### src/rtl/reed_pulse_emitter.sv
// reed_pulse_emitter: programmable reed-contact closure pulse train.
// Define REED_PULSE_BOUNCE_EN to add contact chatter at each closure.
module reed_pulse_emitter #(
  parameter int CNT_W          = 16,
  parameter int TIME_W         = 16,
  parameter int BOUNCE_TOGGLES = 4,
  parameter int BOUNCE_CYC     = 2
) (
  input  logic              clk,
  input  logic              reset,
  input  logic              start,
  input  logic              abort,
  input  logic [CNT_W-1:0]  pulse_count,
  input  logic [TIME_W-1:0] high_cycles,
  input  logic [TIME_W-1:0] low_cycles,
  output logic              sensor_out,
  output logic              busy,
  output logic              done,
  output logic [CNT_W-1:0]  pulses_sent
);

  typedef enum logic [1:0] {
    ST_IDLE, ST_HIGH, ST_LOW, ST_FIN
  } state_t;

  localparam logic [TIME_W-1:0] LP_ONE = TIME_W'(1);
  localparam logic [TIME_W-1:0] LP_TWO = TIME_W'(2);

  state_t            r_state, w_state_nx;
  logic [TIME_W-1:0] r_timer, w_timer_nx;
  logic [TIME_W-1:0] r_hlen, r_llen;
  logic [TIME_W-1:0] w_hlen_in, w_llen_in;
  logic [CNT_W-1:0]  r_count, r_sent, w_sent_nx;
  logic              r_out, w_out_nx;
  logic              r_busy, w_busy_nx;
  logic              r_done, w_done_nx;
  logic              w_load;
  logic              w_high_lvl;

  assign w_hlen_in = (high_cycles == '0) ? LP_ONE : high_cycles;
  assign w_llen_in = (low_cycles == '0) ? LP_ONE : low_cycles;

`ifdef REED_PULSE_BOUNCE_EN
  localparam logic [TIME_W-1:0] LP_BT      = TIME_W'(BOUNCE_TOGGLES);
  localparam logic [TIME_W-1:0] LP_BC_LAST = TIME_W'(BOUNCE_CYC - 1);

  logic [TIME_W-1:0] r_bcnt, r_blvl;
  logic [TIME_W-1:0] w_bcnt_nx, w_blvl_nx;

  // Next chatter position and the contact level it implies
  always_comb begin
    w_bcnt_nx = r_bcnt + LP_ONE;
    w_blvl_nx = r_blvl;
    if (r_bcnt >= LP_BC_LAST) begin
      w_bcnt_nx = '0;
      if (r_blvl < LP_BT) w_blvl_nx = r_blvl + LP_ONE;
    end
    w_high_lvl = (w_blvl_nx < LP_BT) ? ~w_blvl_nx[0] : 1'b1;
  end

  // Chatter position, restarted whenever a closure begins
  always_ff @(posedge clk) begin
    if (reset) begin
      r_bcnt <= '0;
      r_blvl <= '0;
    end else if (w_state_nx == ST_HIGH && r_state != ST_HIGH) begin
      r_bcnt <= '0;
      r_blvl <= '0;
    end else if (r_state == ST_HIGH) begin
      r_bcnt <= w_bcnt_nx;
      r_blvl <= w_blvl_nx;
    end
  end
`else
  assign w_high_lvl = 1'b1;
`endif

  // Next-state and next-output decode
  always_comb begin
    w_state_nx = r_state;
    w_timer_nx = r_timer;
    w_sent_nx  = r_sent;
    w_out_nx   = r_out;
    w_busy_nx  = r_busy;
    w_done_nx  = 1'b0;
    w_load     = 1'b0;
    unique case (r_state)
      ST_IDLE: begin
        if (start) begin
          w_load    = 1'b1;
          w_sent_nx = '0;
          if (pulse_count != '0) begin
            w_state_nx = ST_HIGH;
            w_out_nx   = 1'b1;
            w_busy_nx  = 1'b1;
            w_timer_nx = w_hlen_in;
          end else begin
            w_state_nx = ST_FIN;
            w_done_nx  = 1'b1;
          end
        end
      end
      ST_HIGH: begin
        if (abort) begin
          w_state_nx = ST_FIN;
          w_out_nx   = 1'b0;
          w_busy_nx  = 1'b0;
          w_done_nx  = 1'b1;
        end else if (r_timer == LP_ONE) begin
          w_state_nx = ST_LOW;
          w_out_nx   = 1'b0;
          w_sent_nx  = r_sent + CNT_W'(1);
          w_timer_nx = r_llen;
        end else begin
          w_timer_nx = r_timer - LP_ONE;
          w_out_nx   = (r_timer == LP_TWO) ? 1'b1 : w_high_lvl;
        end
      end
      ST_LOW: begin
        if (abort) begin
          w_state_nx = ST_FIN;
          w_out_nx   = 1'b0;
          w_busy_nx  = 1'b0;
          w_done_nx  = 1'b1;
        end else if (r_timer == LP_ONE) begin
          if (r_sent == r_count) begin
            w_state_nx = ST_FIN;
            w_busy_nx  = 1'b0;
            w_done_nx  = 1'b1;
          end else begin
            w_state_nx = ST_HIGH;
            w_out_nx   = 1'b1;
            w_timer_nx = r_hlen;
          end
        end else begin
          w_timer_nx = r_timer - LP_ONE;
        end
      end
      ST_FIN: begin
        w_state_nx = ST_IDLE;
      end
      default: begin
        w_state_nx = ST_IDLE;
      end
    endcase
  end

  // State, timer, counters, latched config and registered outputs
  always_ff @(posedge clk) begin
    if (reset) begin
      r_state <= ST_IDLE;
      r_timer <= '0;
      r_hlen  <= '0;
      r_llen  <= '0;
      r_count <= '0;
      r_sent  <= '0;
      r_out   <= 1'b0;
      r_busy  <= 1'b0;
      r_done  <= 1'b0;
    end else begin
      r_state <= w_state_nx;
      r_timer <= w_timer_nx;
      r_sent  <= w_sent_nx;
      r_out   <= w_out_nx;
      r_busy  <= w_busy_nx;
      r_done  <= w_done_nx;
      if (w_load) begin
        r_count <= pulse_count;
        r_hlen  <= w_hlen_in;
        r_llen  <= w_llen_in;
      end
    end
  end

  assign sensor_out  = r_out;
  assign busy        = r_busy;
  assign done        = r_done;
  assign pulses_sent = r_sent;

endmodule

### config.mk
export PLATFORM = sky130hd
export DESIGN_NAME = reed_pulse_emitter
export DESIGN_NICKNAME = d
export VERILOG_FILES = /design/src/rtl/reed_pulse_emitter.sv
export SDC_FILE = /design/constraint.sdc
export NUM_CORES = 1
export LEC_CHECK = 0
export BUFFER_PORTS_ARGS = -buffer_cell sky130_fd_sc_hd__buf_4
export CORE_ASPECT_RATIO = 1.2
export CORE_MARGIN = 2
export CORE_UTILIZATION = 48
export DETAILED_ROUTE_END_ITERATION = 7
export HOLD_SLACK_MARGIN = 0.05
export MAX_ROUTING_LAYER = met4
export PLACE_DENSITY_LB_ADDON = 0.2
export SYNTH_ARGS = -nofsm -noshare
export SYNTH_HDL_FRONTEND = slang
export SYNTH_SLANG_ARGS = --single-unit
### constraint.sdc
create_clock -name clk -period 2.8 [get_ports clk]
set_input_delay 0.28 -clock clk [delete_from_list [all_inputs] [get_ports clk]]
set_output_delay 0.28 -clock clk [all_outputs]
set_load 0.01 [all_outputs]
Word-level counts from Yosys, hierarchy flattened
Cells that the tools add are included.
{"block": "totals", "ff_bits": 85, "input_bits": 52, "output_inout_bits": 19, "wordCells": 82}
{"block": "op_classes", "add_sub_neg": 2, "n_eq_ne": 16, "muxes": 44, "n_reduce_logical": 11}
{"operator": "two-way mux 16 bit", "n": 12}
{"operator": "case mux 16 bit (3 select lines)", "n": 1}
{"operator": "zero test 16 bit", "n": 2}
{"operator": "case mux 16 bit (2 select lines)", "n": 1}
{"operator": "two-way mux 1 bit", "n": 19}
{"operator": "adder 16 x 1 -> 16 bit (second input constant)", "n": 1}
{"operator": "== test 16 x 1 -> 1 bit (second input constant)", "n": 1}
{"operator": "== test 16 bit", "n": 1}
{"operator": "nonzero test 16 bit", "n": 1}
{"operator": "subtractor 16 x 1 -> 16 bit (second input constant)", "n": 1}
{"operator": "!= test 3 bit (second input constant)", "n": 5}
{"operator": "two-way mux 2 bit", "n": 7}
{"operator": "!= test 2 bit (second input constant)", "n": 6}
{"operator": "AND reduction 6 bit", "n": 2}
{"operator": "case mux 1 bit (3 select lines)", "n": 3}
{"operator": "case mux 2 bit (4 select lines)", "n": 1}
{"operator": "AND reduction 5 bit", "n": 1}
{"operator": "== test 2 bit (second input constant)", "n": 2}
{"operator": "AND reduction 4 bit", "n": 1}
{"operator": "AND reduction 3 bit", "n": 1}
{"operator": "nonzero test 3 bit", "n": 1}
{"operator": "== test 2 x 1 -> 1 bit (second input constant)", "n": 1}
{"operator": "zero test 2 bit", "n": 1}
{"operator": "nonzero test 2 bit", "n": 1}

Depth between registers and ports, before layout
Gate-level depths: netlist of run 1.
{"block": "logic_depth", "ltp_word": 5, "mapped_depth": 10, "mapped_depth_nobuf": 8}

Least setup slack after synthesis of run 1
No wires, ideal clock.
{"block": "synth_timing", "kind": "register to register", "start": "register r_state[0]", "end": "register r_timer[7]", "setup_ns": 0.096, "t_arrival_ns": 1.910, "required_time_ns": 2.704, "slack_ns": 0.794, "stages_incl_launch_ff": 8, "path_buffers": 1, "synth_period_minus_slack_ns": 2.006, "cell_sequence": "dfxtp_1 inv_1 ha_1 nor2_1 a21oi_1 a311o_2 buf_6 o41ai_2"}
{"block": "synth_between", "elab_chain_cells": 3, "elab_cells_between_ends": 11, "classes_between": "eq/ne: 7; mux: 1; reduce/logical: 3"}
{"item": "start: declaration", "line": "29", "rtl": "state_t r_state, w_state_nx;"}
{"item": "start signal: assignment", "line": "161", "rtl": "r_state <= w_state_nx;"}
{"item": "== test 2 bit (tied with other cells)", "line": "87", "rtl": "unique case (r_state)"}
{"item": "!= test 3 bit (no line) (tied with other cells)"}
{"item": "AND reduction 6 bit (no line)"}
{"item": "end signal: assignment", "line": "162", "rtl": "r_timer <= w_timer_nx;"}
{"item": "end: declaration", "line": "30", "rtl": "logic [TIME_W-1:0] r_timer, w_timer_nx;"}
Parallel ways exist; a longest one is shown, timed or not.
A chain may end at the register's enable or synchronous reset.

Final worst setup path of run 1
{"block": "layout_timing", "start": "register r_timer[0]", "end": "register r_timer[4]"}
{"block": "layout_between", "elab_chain_cells": 4, "elab_cells_between_ends": 9, "classes_between": "add/sub: 1; eq/ne: 2; mux: 5; reduce/logical: 1"}
{"item": "subtractor 16 x 1 -> 16 bit or == test 16 x 1 -> 1 bit (tied branches)"}
{"item": "two-way mux 16 bit, on equally long branches", "line": "125, 109"}
{"item": "two-way mux 16 bit, on equally long branches", "line": "120, 104"}
{"item": "case mux 16 bit (3 select lines)", "line": "87"}
Parallel ways exist; a longest one is shown, timed or not. The select of a mux whose other input is x is not followed.

==> results.sh, run 1 <==
export IMPL_power_density_mw_per_mm2=655
export IMPL_seqCellArea_mm2=0.00170
export IMPL_fin_cells=748
export IMPL_drive_gt1_frac=0.197
export IMPL_ant_nets=0
export IMPL_relSlewSlack=0.530
export IMPL_worst_ep_required_time_ns=3.09
export IMPL_crit_type="reg2reg"
export IMPL_vias=4374
export IMPL_yosysTopAreaCell="dfxtp_1"
export IMPL_max_cap_violations=0
export IMPL_hold_violations=0
export IMPL_power_leakage_uw=0.00203
export IMPL_fp_coreArea_mm2=0.00908
export IMPL_cp_start_kind="flop"
export IMPL_path_cells="ha_1 > nor3b_1 > nand4_2 > buf_4 > a221o_1 > a21boi_1 > a211oi_2"
export IMPL_die_h_um=110
export IMPL_maxSlewViolCount=0
export IMPL_rsz0062_at_grt="false"
export IMPL_synthTopCellsByCount="nand2_1, dfxtp_1, a21oi_1, nor2_1, clkbuf_1"
export IMPL_crit_path_end_kind="flop"
export IMPL_htreeDepth=3
export IMPL_async_reset_ff_frac=0
export IMPL_synth_top_cell_area_share=0.377
export IMPL_ys_ff_latch=85
export IMPL_fmax_mhz=416
export IMPL_antenna_found_initial=0
export IMPL_grt_usage=0.257
export IMPL_peakVddDrop_mv=0.422
export IMPL_cts_root_buffer="clkbuf_8"
export IMPL_clockBufferDepth=2
export IMPL_finish_utilization=0.589
export IMPL_drt_iter0_drc=321
export IMPL_fill_cells=844
export IMPL_cts_buffers=9
export IMPL_grt_max_degree=48
export IMPL_vias_per_cell=5.85
export IMPL_firstDrtPassIters=6
export IMPL_yosysWarnings=0
export IMPL_routed_wirelength_um=12700
export IMPL_grt_pass1_vias=4031
export IMPL_worst_clock_skew_ns=0.0116
export IMPL_fin_crit_ns=2.40
export IMPL_antenna_cells=0
export IMPL_yosysSeqAreaShare=0.377
export IMPL_cts_tree="yes"
export IMPL_drc=0
export IMPL_worstSkewPairLatency_ns=0.37
export IMPL_run_status="finished, final reports clean"
export IMPL_ctsResizeCount=0
export IMPL_routabilityCongestion=0.983
export IMPL_timing_final_crit_share=0.858
export IMPL_dp_hpwl_um=8990
export IMPL_setup_viol=0
export IMPL_place_inst=728
export IMPL_crit_buf_inv=1
export IMPL_cpMaxStageDelayCell="dfxtp_1"
export IMPL_io_pins=71
export IMPL_die_w_um=92.6
export IMPL_syn_cell_area_mm2=0.00452
export IMPL_rows=38
export IMPL_final_nets=682
export IMPL_clkSinkCount=85
export IMPL_die_area_mm2=0.0102
export IMPL_worst_pin_slew_ns=0.704
export IMPL_port_buffers=70
export IMPL_synth_nets=624
export IMPL_path_max_fanout=15
export IMPL_cp_data_arrival_time_ns=2.70
export IMPL_synthFlopType="dfxtp_1"
export IMPL_grt_pass1_wl_um=19800
export IMPL_synthCells=565
export IMPL_synth_most_common_cell="nand2_1"
export IMPL_hp_class="in2reg"
export IMPL_slowest_delay_ns=0.45
export IMPL_clkTransAtPathRegs_ns=0.09
export IMPL_synth_edf_count=0
export IMPL_post_drt_wl_per_cell_um=17.0
export IMPL_synth_area_leaders="dfxtp_1, nand2_1, a21oi_1"
export IMPL_start_util=0.498
export IMPL_area_growth_pct=18.3
export IMPL_multi_input_area_mm2=0.00260
export IMPL_syn_avg_cell_area_um2=8.00
export IMPL_cp_top_family="simple AND/OR/NAND/NOR gates"
export IMPL_yosysUniqueCellTypes=63
export IMPL_grt_overflow=0
export IMPL_fin_setup_tns_ns=0
## cell usage in the layout, fill, tap and decap left out, drive strengths merged, types with 5 or more instances in the layout
| master | n |
|---|---|
| a211oi | 10 |
| buf | 86 |
| xnor2 | 24 |
| inv | 11 |
| nand4 | 12 |
| and4 | 5 |
| o21ai | 27 |
| nand2 | 111 |
| ha | 7 |
| a21oi | 62 |
| clkbuf | 10 |
| a22oi | 7 |
| xor2 | 14 |
| nand3 | 13 |
| a221oi | 7 |
| nor2 | 41 |
| nor3 | 15 |
| and3 | 6 |
| nor4 | 17 |
| dfxtp | 85 |
## final timing paths
path                                     to  depth (start not counted)            start  slack [ns]
worst min register to register    r_hlen[1]                          2        r_hlen[1]        0.46
worst max-delay path             r_timer[4]                          7       r_timer[0]        0.40
worst min-delay path            r_count[14]                          3  pulse_count[14]        0.15
worst max register to register   r_timer[4]                          7       r_timer[0]        0.40
## per-stage QoR
| stage | worst slack, ns | area, µm² | total power [µW] | hold slack (ns) |
|---|---|---|---|---|
| floorplan | 0.794 | 4520 | 2260 | 0.416 |
| global placement | 0.389 | 5100 | 2530 | 0.440 |
| detailed placement | 0.264 | 5100 | 2550 | 0.445 |
| CTS | 0.228 | 5300 | 3470 | 0.143 |
| global route | 0.244 | 5350 | 3690 | 0.148 |
| finish | 0.396 | 5350 | 3500 | 0.153 |
## timing repair
action | CTS | global route
setup endpoints to repair | 0 | 1
hold buffers | 0 | 0
setup buffers | 0 | 4
## where the power goes
part / leakage (µW) / total (µW) / internal, µW / switching, µW
sequential: 0.000696 / 1470 / 1330 / 139
clock: 0.0000993 / 919 / 441 / 478
combinational: 0.00124 / 1120 / 457 / 658
## layout make-up
class | instances | share of cell area
clock inverter | 6 | 0.0126
clock buffer | 10 | 0.0257
sequential | 85 | 0.318
tap | 120 | 0.0281
multi-input combinational | 432 | 0.486
timing repair buffer | 86 | 0.123
inverter | 9 | 0.00632
## worst min-delay path: stages
cell     delay, ns
buf_4         0.11
nand2_1       0.05
a21oi_1       0.05
## cell families (layout without fill, tap and decap cells)
group,count (synthesis),after routing,synth area share
DFF,85,85,0.377
buffers and inverters,48,111,0.0490
adders and majority gates,7,7,0.0194
and+or+nand+nor,238,238,0.258
xor gates and xnor gates,38,38,0.0736
AOI/OAI and AO/OA,147,147,0.218
muxes,2,2,0.00498
## state kept, by name, summed over array words and instances (netlist names)
name         count
r_llen          16
busy             1
r_count         16
r_state          2
pulses_sent     16
r_timer         16
r_hlen          16
done             1
sensor_out       1
## layer usage
metal | GRT usage | share of wire | vias up
li1 | - | - | 2131
met1 | 0.317 | 0.43 | 2064
met2 | 0.419 | 0.48 | 155
met3 | 0.0306 | 0.054 | 24
met4 | 0.133 | 0.033 | 0
met5 | - | 0 | -
(Power assumes the default switching activity.)
==> inputs of run 2 (changes only) <==
--- a/config.mk
+++ b/config.mk
@@ -8,7 +8,7 @@
 export BUFFER_PORTS_ARGS = -buffer_cell sky130_fd_sc_hd__buf_4
 export CORE_ASPECT_RATIO = 1.2
 export CORE_MARGIN = 2
-export CORE_UTILIZATION = 48
+export CORE_UTILIZATION = 57
 export DETAILED_ROUTE_END_ITERATION = 7
 export HOLD_SLACK_MARGIN = 0.05
 export MAX_ROUTING_LAYER = met4
==> run 2 against run 1 <==
  * Clock skew is 0.0016 ns lower
  * Combinational power fell by 5%
  * Sequential power hardly changed
  * Clock power fell by 2%
  * Register-to-register slack got worse by 0.13 ns
  * Largest cell class unchanged
  * Highest routed layer unchanged
==> results.sh, run 2 (same netlist as run 1, synthesis figures left out) <==
export IMPL_run_status="finished, final reports clean"
export IMPL_hold_violations=0
export IMPL_fin_area_mm2=0.00527
export IMPL_crit_top_cell="a21oi_1"
export IMPL_cp_start_kind="flop"
export IMPL_setup_viol=0
export IMPL_post_drt_wl_per_cell_um=16.8
export IMPL_worst_pin_slew_ns=0.947
export IMPL_cts_tree="yes"
export IMPL_mostFrequentLayoutCells="nand2_1, dfxtp_1, buf_4"
export IMPL_power_leakage_uw=0.00201
export IMPL_die_w_um=85.3
export IMPL_grt_max_degree=58
export IMPL_cts_hold_fix_buffers=0
export IMPL_cts_root_buffer="clkbuf_8"
export IMPL_routed_wirelength_um=12000
export IMPL_cp_startpoint="r_state[0]"
export IMPL_worst_clock_skew_ns=0.00996
export IMPL_multi_input_area_mm2=0.00260
export IMPL_fp_coreArea_mm2=0.00771
export IMPL_die_area_mm2=0.00866
export IMPL_rr_worst_depth=7
export IMPL_vias=4318
export IMPL_dp_hpwl_um=8730
export IMPL_crit_buf_inv=1
export IMPL_grt_pass1_vias=4018
export IMPL_maxSlewViolCount=0
export IMPL_io_pins=71
export IMPL_seqCellArea_mm2=0.00170
export IMPL_worst_ep_required_time_ns=3.09
export IMPL_max_cap_violations=0
export IMPL_antenna_cells=0
export IMPL_port_buffers=70
export IMPL_clockBufferDepth=2
export IMPL_crit_end="r_timer[5]"
export IMPL_worstSkewPairLatency_ns=0.36
export IMPL_die_h_um=102
export IMPL_crit_path_end_kind="flop"
export IMPL_peakVddDrop_mv=0.412
export IMPL_path_max_fanout=18
export IMPL_worst_r2r_setup_slack_ns=0.26
export IMPL_ant_nets=0
export IMPL_drt_iter0_drc=297
export IMPL_post_dp_cell_area_mm2=0.00506
export IMPL_grt_pass1_wl_um=19500
export IMPL_cpMaxStageDelayCell="a311oi_4"
export IMPL_fill_cells=659
export IMPL_rsz0062_at_grt="false"
export IMPL_slowest_delay_ns=0.79
export IMPL_post_cts_setup_buffer_count=0
export IMPL_path_cells="inv_1 > ha_1 > nor2_1 > a21oi_1 > a311oi_4 > o221ai_1 > a21oi_1"
export IMPL_hp_class="in2reg"
export IMPL_worstSetupPathDepth=7
export IMPL_timing_rr_end="r_timer[5]"
export IMPL_area_growth_pct=16.5
export IMPL_vias_per_cell=6.05
export IMPL_cts_buffers=9
export IMPL_fin_setup_tns_ns=0
export IMPL_ctsResizeCount=0
export IMPL_rows=35
export IMPL_fmax_mhz=394
export IMPL_layout_commonest_cell="nand2_1"
export IMPL_finalHoldWorstSlack_ns=0.172
export IMPL_final_nets=676
export IMPL_cp_data_arrival_time_ns=2.83
export IMPL_fin_crit_ns=2.54
export IMPL_clkSinkCount=85
export IMPL_timing_final_crit_share=0.906
export IMPL_firstDrtPassIters=5
export IMPL_antenna_found_initial=0
export IMPL_htreeDepth=3
export IMPL_grt_usage=0.293
export IMPL_drive_gt1_frac=0.188
export IMPL_routabilityCongestion=0.898
export IMPL_crit_type="reg2reg"
export IMPL_start_util=0.586
export IMPL_cp_top_family="compound AO/OA/AOI/OAI gates"
export IMPL_r2r_start="r_state[0]"
export IMPL_drc=0
export IMPL_power_density_mw_per_mm2=652
export IMPL_grt_overflow=0
export IMPL_relSlewSlack=0.369
export IMPL_clkTransAtPathRegs_ns=0.09
-- run 2: cell types whose count changed in the layout (fill, tap and decap cells not counted) --
cell / delta
and2_1: +1
clkinv_4: +1
and2_2: -1
buf_4: -6
clkinvlp_4: -1
-- run 2: through the flow --
| step | util | setup slack [ns] | power [µW] | std cells |
|---|---|---|---|---|
| 6_report | 0.683 | 0.262 | 3430 | 714 |
| 3_3_place_gp | 0.656 | 0.407 | 2520 | 698 |
| 5_1_grt | 0.683 | 0.0484 | 3640 | 714 |
| 3_5_place_dp | 0.656 | 0.321 | 2550 | 698 |
| 4_1_cts | 0.683 | 0.305 | 3440 | 714 |
| 2_1_floorplan | - | 0.794 | 2260 | 565 |
-- run 2: worst min path at each step --
stage | to | depth (start not counted) | from | slack (ns)
after floorplan | r_hlen[12] | 2 | high_cycles[12] | 0.42
after global placement | r_hlen[9] | 2 | r_hlen[9] | 0.44
after detailed placement | r_hlen[1] | 2 | r_hlen[1] | 0.44
after CTS | r_count[10] | 3 | pulse_count[10] | 0.16
after global routing | r_llen[4] | 3 | low_cycles[4] | 0.16
final | r_llen[2] | 3 | low_cycles[2] | 0.17
-- run 2: per-layer routing --
| metal | GRT usage | part of all wire |
|---|---|---|
| met1 | 0.361 | 0.41 |
| met2 | 0.467 | 0.50 |
| met3 | 0.0473 | 0.060 |
| met4 | 0.142 | 0.032 |
| met5 | - | 0 |
-- run 2: area by class of cell --
class                           instances  share of cell area
Tap cell                               92              0.0219
Clock buffer                           10              0.0261
Sequential cell                        85               0.323
Inverter                                9             0.00641
Multi-Input combinational cell        432               0.493
Clock inverter                          6              0.0131
Timing Repair Buffer                   80               0.116
-- run 2: power breakdown --
group	internal (µW)	switching, µW
combinational	430	635
clock	443	459
sequential	1330	137
-- run 2: tightest hold or removal path: stages --
cell     delay [ns]
buf_4          0.11
nand2_1        0.05
a21oi_1        0.05
